`config.mk`:
```
export PLATFORM = sky130hd
export DESIGN_NAME = ibex_if_instr_align_buf
export DESIGN_NICKNAME = d
export VERILOG_FILES = /design/src/rtl/ibex_if_instr_align_buf_pkg.sv /design/src/rtl/ibex_fetch_word_ring.sv /design/src/rtl/ibex_if_instr_align_buf.sv
export SDC_FILE = /design/constraint.sdc
export NUM_CORES = 1
export LEC_CHECK = 0
export BUFFER_PORTS_ARGS = -buffer_cell sky130_fd_sc_hd__buf_2
export CORE_UTILIZATION = 56
export DETAILED_ROUTE_END_ITERATION = 8
export GPL_TIMING_DRIVEN = 1
export PLACE_DENSITY = 0.86
export SLEW_MARGIN = 15
export SYNTH_ARGS = -nofsm -noshare
export SYNTH_HDL_FRONTEND = slang
export SYNTH_SLANG_ARGS = --single-unit
```
`constraint.sdc`:
```
create_clock -name clk_i -period 3.3 [get_ports clk_i]
set_clock_uncertainty 0.15 [all_clocks]
set_input_delay 0.33 -clock clk_i [delete_from_list [all_inputs] [get_ports clk_i]]
set_output_delay 0.33 -clock clk_i [all_outputs]
set_load 0.05 [all_outputs]
```
`src/rtl/ibex_if_instr_align_buf_pkg.sv`:
```
// Shared types for the IF-stage instruction buffer/realigner.
// Entry format and compressed-opcode detection helper.
package ibex_if_instr_align_buf_pkg;

  typedef struct packed {
    logic        err;
    logic [31:0] data;
  } fetch_entry_t;

  localparam logic [1:0] OPC_QUAD_32B = 2'b11;

  function automatic logic is_compressed(
    input logic [15:0] half
  );
    return half[1:0] != OPC_QUAD_32B;
  endfunction

endpackage

```
`src/rtl/ibex_fetch_word_ring.sv`:
```
// Circular store of fetch words with error flags.
// Exposes the two oldest entries and the fill count.
module ibex_fetch_word_ring
  import ibex_if_instr_align_buf_pkg::*;
#(
  parameter  int DEPTH = 3,
  localparam int PW    = (DEPTH > 1) ? $clog2(DEPTH) : 1,
  localparam int CW    = $clog2(DEPTH + 1)
) (
  input  logic         clk_i,
  input  logic         rst_ni,
  input  logic         clear_i,
  input  logic         push_i,
  input  logic [31:0]  push_data_i,
  input  logic         push_err_i,
  input  logic         pop_i,
  output fetch_entry_t e0_o,
  output fetch_entry_t e1_o,
  output logic [CW-1:0] count_o
);

  fetch_entry_t  mem_q [DEPTH];
  logic [PW-1:0] rd_q;
  logic [PW-1:0] wr_q;
  logic [CW-1:0] cnt_q;
  logic [PW-1:0] rd1;

  function automatic logic [PW-1:0] ptr_inc(
    input logic [PW-1:0] p
  );
    return (p == PW'(DEPTH - 1)) ? '0 : p + 1'b1;
  endfunction

  assign rd1     = ptr_inc(rd_q);
  assign e0_o    = mem_q[rd_q];
  assign e1_o    = mem_q[rd1];
  assign count_o = cnt_q;

  // Entry storage, pointers and count; clear overrides push and pop.
  always_ff @(posedge clk_i or negedge rst_ni) begin
    if (!rst_ni) begin
      for (int i = 0; i < DEPTH; i++) begin
        mem_q[i] <= '0;
      end
      rd_q  <= '0;
      wr_q  <= '0;
      cnt_q <= '0;
    end else if (clear_i) begin
      rd_q  <= '0;
      wr_q  <= '0;
      cnt_q <= '0;
    end else begin
      if (push_i) begin
        mem_q[wr_q] <= '{err: push_err_i, data: push_data_i};
        wr_q        <= ptr_inc(wr_q);
      end
      if (pop_i) begin
        rd_q <= rd1;
      end
      unique case ({push_i, pop_i})
        2'b10:   cnt_q <= cnt_q + CW'(1);
        2'b01:   cnt_q <= cnt_q - CW'(1);
        default: cnt_q <= cnt_q;
      endcase
    end
  end

endmodule

```
`src/rtl/ibex_if_instr_align_buf.sv`:
```
// IF-stage instruction buffer: stores fetch words and presents
// one 16- or 32-bit instruction per handshake, with PC and error.
module ibex_if_instr_align_buf
  import ibex_if_instr_align_buf_pkg::*;
#(
  parameter  int DEPTH = 3,
  localparam int CW    = $clog2(DEPTH + 1)
) (
  input  logic        clk_i,
  input  logic        rst_ni,
  input  logic        clear_i,
  input  logic [31:0] in_addr_i,
  input  logic        in_valid_i,
  output logic        in_ready_o,
  input  logic [31:0] in_rdata_i,
  input  logic        in_err_i,
  output logic        out_valid_o,
  input  logic        out_ready_i,
  output logic [31:0] out_rdata_o,
  output logic        out_is_compressed_o,
  output logic        out_err_o,
  output logic [31:0] out_addr_o
);

  fetch_entry_t  e0;
  fetch_entry_t  e1;
  logic [CW-1:0] count;
  logic [31:0]   addr_q;
  logic          aligned;
  logic          c_lo;
  logic          c_hi;
  logic          has1;
  logic          has2;
  logic          comp;
  logic          valid_raw;
  logic [31:0]   rdata;
  logic          err;
  logic          push;
  logic          pop;
  logic          retire;
  logic          unused_addr_bit;
  logic [15:0]   unused_e1_hi;

  assign unused_addr_bit = in_addr_i[0];
  assign unused_e1_hi    = e1.data[31:16];

  ibex_fetch_word_ring #(
    .DEPTH (DEPTH)
  ) u_ring (
    .clk_i       (clk_i),
    .rst_ni      (rst_ni),
    .clear_i     (clear_i),
    .push_i      (push),
    .push_data_i (in_rdata_i),
    .push_err_i  (in_err_i),
    .pop_i       (retire),
    .e0_o        (e0),
    .e1_o        (e1),
    .count_o     (count)
  );

  assign aligned = ~addr_q[1];
  assign c_lo    = is_compressed(e0.data[15:0]);
  assign c_hi    = is_compressed(e0.data[31:16]);
  assign has1    = (count != '0);
  assign has2    = (count >= CW'(2));

  // Realign: pick the instruction half-words and its validity/error.
  always_comb begin
    comp      = 1'b0;
    valid_raw = 1'b0;
    rdata     = '0;
    err       = 1'b0;
    unique case (1'b1)
      aligned: begin
        comp      = c_lo;
        valid_raw = has1;
        rdata     = c_lo ? {16'b0, e0.data[15:0]} : e0.data;
        err       = e0.err;
      end
      (!aligned && c_hi): begin
        comp      = 1'b1;
        valid_raw = has1;
        rdata     = {16'b0, e0.data[31:16]};
        err       = e0.err;
      end
      (!aligned && !c_hi): begin
        comp      = 1'b0;
        valid_raw = has2 | (has1 & e0.err);
        rdata     = {e1.data[15:0], e0.data[31:16]};
        err       = e0.err | (has2 & e1.err);
      end
      default: ;
    endcase
  end

  assign in_ready_o          = (count < CW'(DEPTH));
  assign out_valid_o         = valid_raw & ~clear_i;
  assign out_rdata_o         = rdata;
  assign out_is_compressed_o = comp & has1;
  assign out_err_o           = err;
  assign out_addr_o          = addr_q;

  assign push   = in_valid_i & in_ready_o & ~clear_i;
  assign pop    = out_valid_o & out_ready_i;
  assign retire = pop & ~(aligned & comp);

  // Fetch address: reload on clear, advance by instruction size on pop.
  always_ff @(posedge clk_i or negedge rst_ni) begin
    if (!rst_ni) begin
      addr_q <= '0;
    end else if (clear_i) begin
      addr_q <= {in_addr_i[31:1], 1'b0};
    end else if (pop) begin
      addr_q <= addr_q + (comp ? 32'd2 : 32'd4);
    end
  end

endmodule

```
==> reports/results.txt <==
status = finished clean
Sink Count = 136
Setup CP Type = reg -> out
Reg2Reg Launch Point = u_ring.rd_q[1]$_DFFE_PN0P_
largest net degree at the start of global routing = 58
clock latency on the worst-skew pair = 0.42 ns
GRT Total Usage = 29.74%
Congestion Overflow GR = 0
minimum clock period = 3.169 ns
WL met3 = 1493 um
Req. time, crit path = 2.82 ns
Synth Register Bits = 136
WHS Path Cells = 2
CTS Buf Count = 17
metal2 WL = 10020 um
CTS max path bufs = 2
Post-Syn Area per Cell = 10.52 sq um
layout cells sized above 1 = 36.64%
Initial Util = 58.31%
drt total wl = 19970 um
DR iter-0 viols = 717
Hold Worst Slack = 0.01254 ns
Setup crit start kind = flip-flop
DR top layer = met5
post-synthesis cell count = 708
PnR worst setup slack = 0.1308 ns
most frequent cells in the layout = 134 x buf_2, 134 x dfrtp_1, 99 x mux2_2
DR vias/cell = 6.270
Final Non-Filler Cells = 1041
Area growth syn-to-layout = 21.85%
worst-margin pin slew = 0.7815 ns
Chip Width = 117.3 um
I/O pins = 138
DP Wirelength = 12740 um
Max-slew headroom = 47.90%
Hold Vio Cnt, Final = 0
Post-synth EDFFs = 0
distinct cell type count after synthesis = 54
Root Driver = clkbuf_16
Reg clk slew, reported paths = 0.06 ns
# Max-Cap Violations = 0
CP delay by family, top = simple AND/OR/NAND/NOR gates
Core Area = 0.01277 sq mm
CTS tree = yes
# port buffers = 135
Post CTS Setup Buffer Count = 0
P per Cell Area = 734.5 mW/mm^2
hold path endpoint = u_ring.mem_q[58]$_DFFE_PN0P_
initial antenna violation count = 1
Post-synth ARST share = 100.0%
FF-to-FF setup slack = 0.16 ns
first-pass iteration count of the detailed router = 6
crit end category = output pin
Post-synth top flop = dfrtp_1
number of fill cells = 876
max-slew violation count = 0
worst path bufs/invs = 2
Max H-tree Level = 4
Hold Path Class = in -> reg
RD Place Congestion = 0.8409
CP Cell Sequence = nor2b_2 > a2bb2oi_1 > buf_4 > or3_1 > o22ai_1 > buf_2
Finished Core Util = 71.06%
critical path fanouts, max = 16
Syn Nets = 780
Routed Antenna Nets = 0
vias in the first global route = 6468
setup TNS = 0 ns
fin crit share = 96.04%
Wirelength per Cell = 19.18 um
# DRC = 0
row count = 41
dpl cells = 998
sequential share of the synthesized area = 45.69%
RSZ-0062 raised after global routing = false
slowest stage delay, CP = 0.65 ns
die height = 117.3 um
Nets = 927
endpoints failing setup = 0
FF-to-FF End = out_addr_o[12]$_DFFE_PN0P_
Slowest-stage cell, CP = or3_1
hold path start = in_rdata_i[25]
Synth Warn # = 0
LEAKAGE = 3.847 nW
DR vias = 6527
fmax = 0.3155 GHz
die area = 0.01377 sq mm
CP arrival = 2.69 ns
mapped cell area = 0.007448 sq mm
global-route wire length before repair = 32510 um
Setup WS pre-CTS = -0.06421 ns
Reg2Reg Depth = 11
Peak VDD IR = 0.0005767 V
met1 wire length = 7995 um
==> logic make-up after synthesis <==
group	synth area share, %
AND/OR/NAND/NOR	13.10
AO/OA/AOI/OAI	13.98
multiplexers	22.36
flip-flops	45.69
buffers and inverters	4.267
adder cells (fa/ha/maj)	0.4367
other	0.05035
XOR/XNOR	0.1176
==> worst max-delay path by stage <==
| stage | startpoint | end | slack, ns | depth (start not counted) |
|---|---|---|---|---|
| after floorplan | out_addr_o[1]$_DFFE_PN0P_ | out_addr_o[21]$_DFFE_PN0P_ | 0.01 | 10 |
| after global placement | u_ring.rd_q[1]$_DFFE_PN0P_ | out_addr_o[16]$_DFFE_PN0P_ | 0.09 | 10 |
| after detailed placement | u_ring.rd_q[1]$_DFFE_PN0P_ | out_addr_o[24]$_DFFE_PN0P_ | -0.06 | 10 |
| after CTS | u_ring.rd_q[1]$_DFFE_PN0P_ | out_rdata_o[17] | 0.17 | 6 |
| after global routing | u_ring.rd_q[1]$_DFFE_PN0P_ | out_addr_o[12]$_DFFE_PN0P_ | 0.009 | 11 |
| final | u_ring.rd_q[1]$_DFFE_PN0P_ | out_rdata_o[24] | 0.13 | 6 |
==> what timing repair did <==
item,in CTS,in global routing
hold endpoints to repair,41,0
hold buffers,10,0
resized for setup,1,0
endpoints found under the setup margin,4,0
==> power by group <==
part           switching, mW  internal, mW
Sequential             0.359          2.11
Combinational           1.44         0.854
Clock                  0.776          1.13
==> metrics by stage <==
step | power (mW) | cell area (sq um)
detailed placement | 4.701 | 8377
floorplan | 4.065 | 7448
global placement | 4.602 | 8377
finish | 6.667 | 9076
CTS | 6.662 | 9074
global route | 6.947 | 9074
==> cell type report <==
class                   count  area [sq um]  area share, %
well taps                 172         215.2          2.371
diodes                      1         2.502        0.02757
inverters                   9         33.78         0.3722
multi-input cells         509          3746          41.27
clock buffers              17         425.4          4.687
flip-flops and latches    136          3406          37.52
repair buffers            182          1081          11.91
clock inverters            15         166.4          1.833
==> synthesized netlist by cell type (all sizes together), types with 7 or more instances <==
master	count	area, sq um
a21oi	51	255.2
or3	7	43.79
a31oi	24	150.1
dfrtp	136	3403
o31ai	24	180.2
or4	22	171.4
a211oi	14	105.1
nand2	21	78.83
mux2i	55	550.5
nor2	80	302.8
buf	24	126.4
clkbuf	28	135.1
nand3	19	95.09
o21ai	13	65.06
inv	8	30.03
o22ai	15	93.84
nand4	16	115.1
mux2	99	1115
==> state kept, by name (all words and copies together) (netlist names) <==
signal,count
out_addr_o,31
u_ring.wr_q,2
u_ring.rd_q,2
u_ring.count_o,2
u_ring.mem_q,99
==> routing by layer <==
| metal | GRT usage (%) | up-vias |
|---|---|---|
| met2 | 49.22 | 339 |
| met1 | 37.41 | 3175 |
| met5 | 0 | - |
| met3 | 7.539 | 45 |
| met4 | 11.36 | 2 |
| li1 | - | 2966 |
Note: power is estimated with default switching activity, not from simulation.
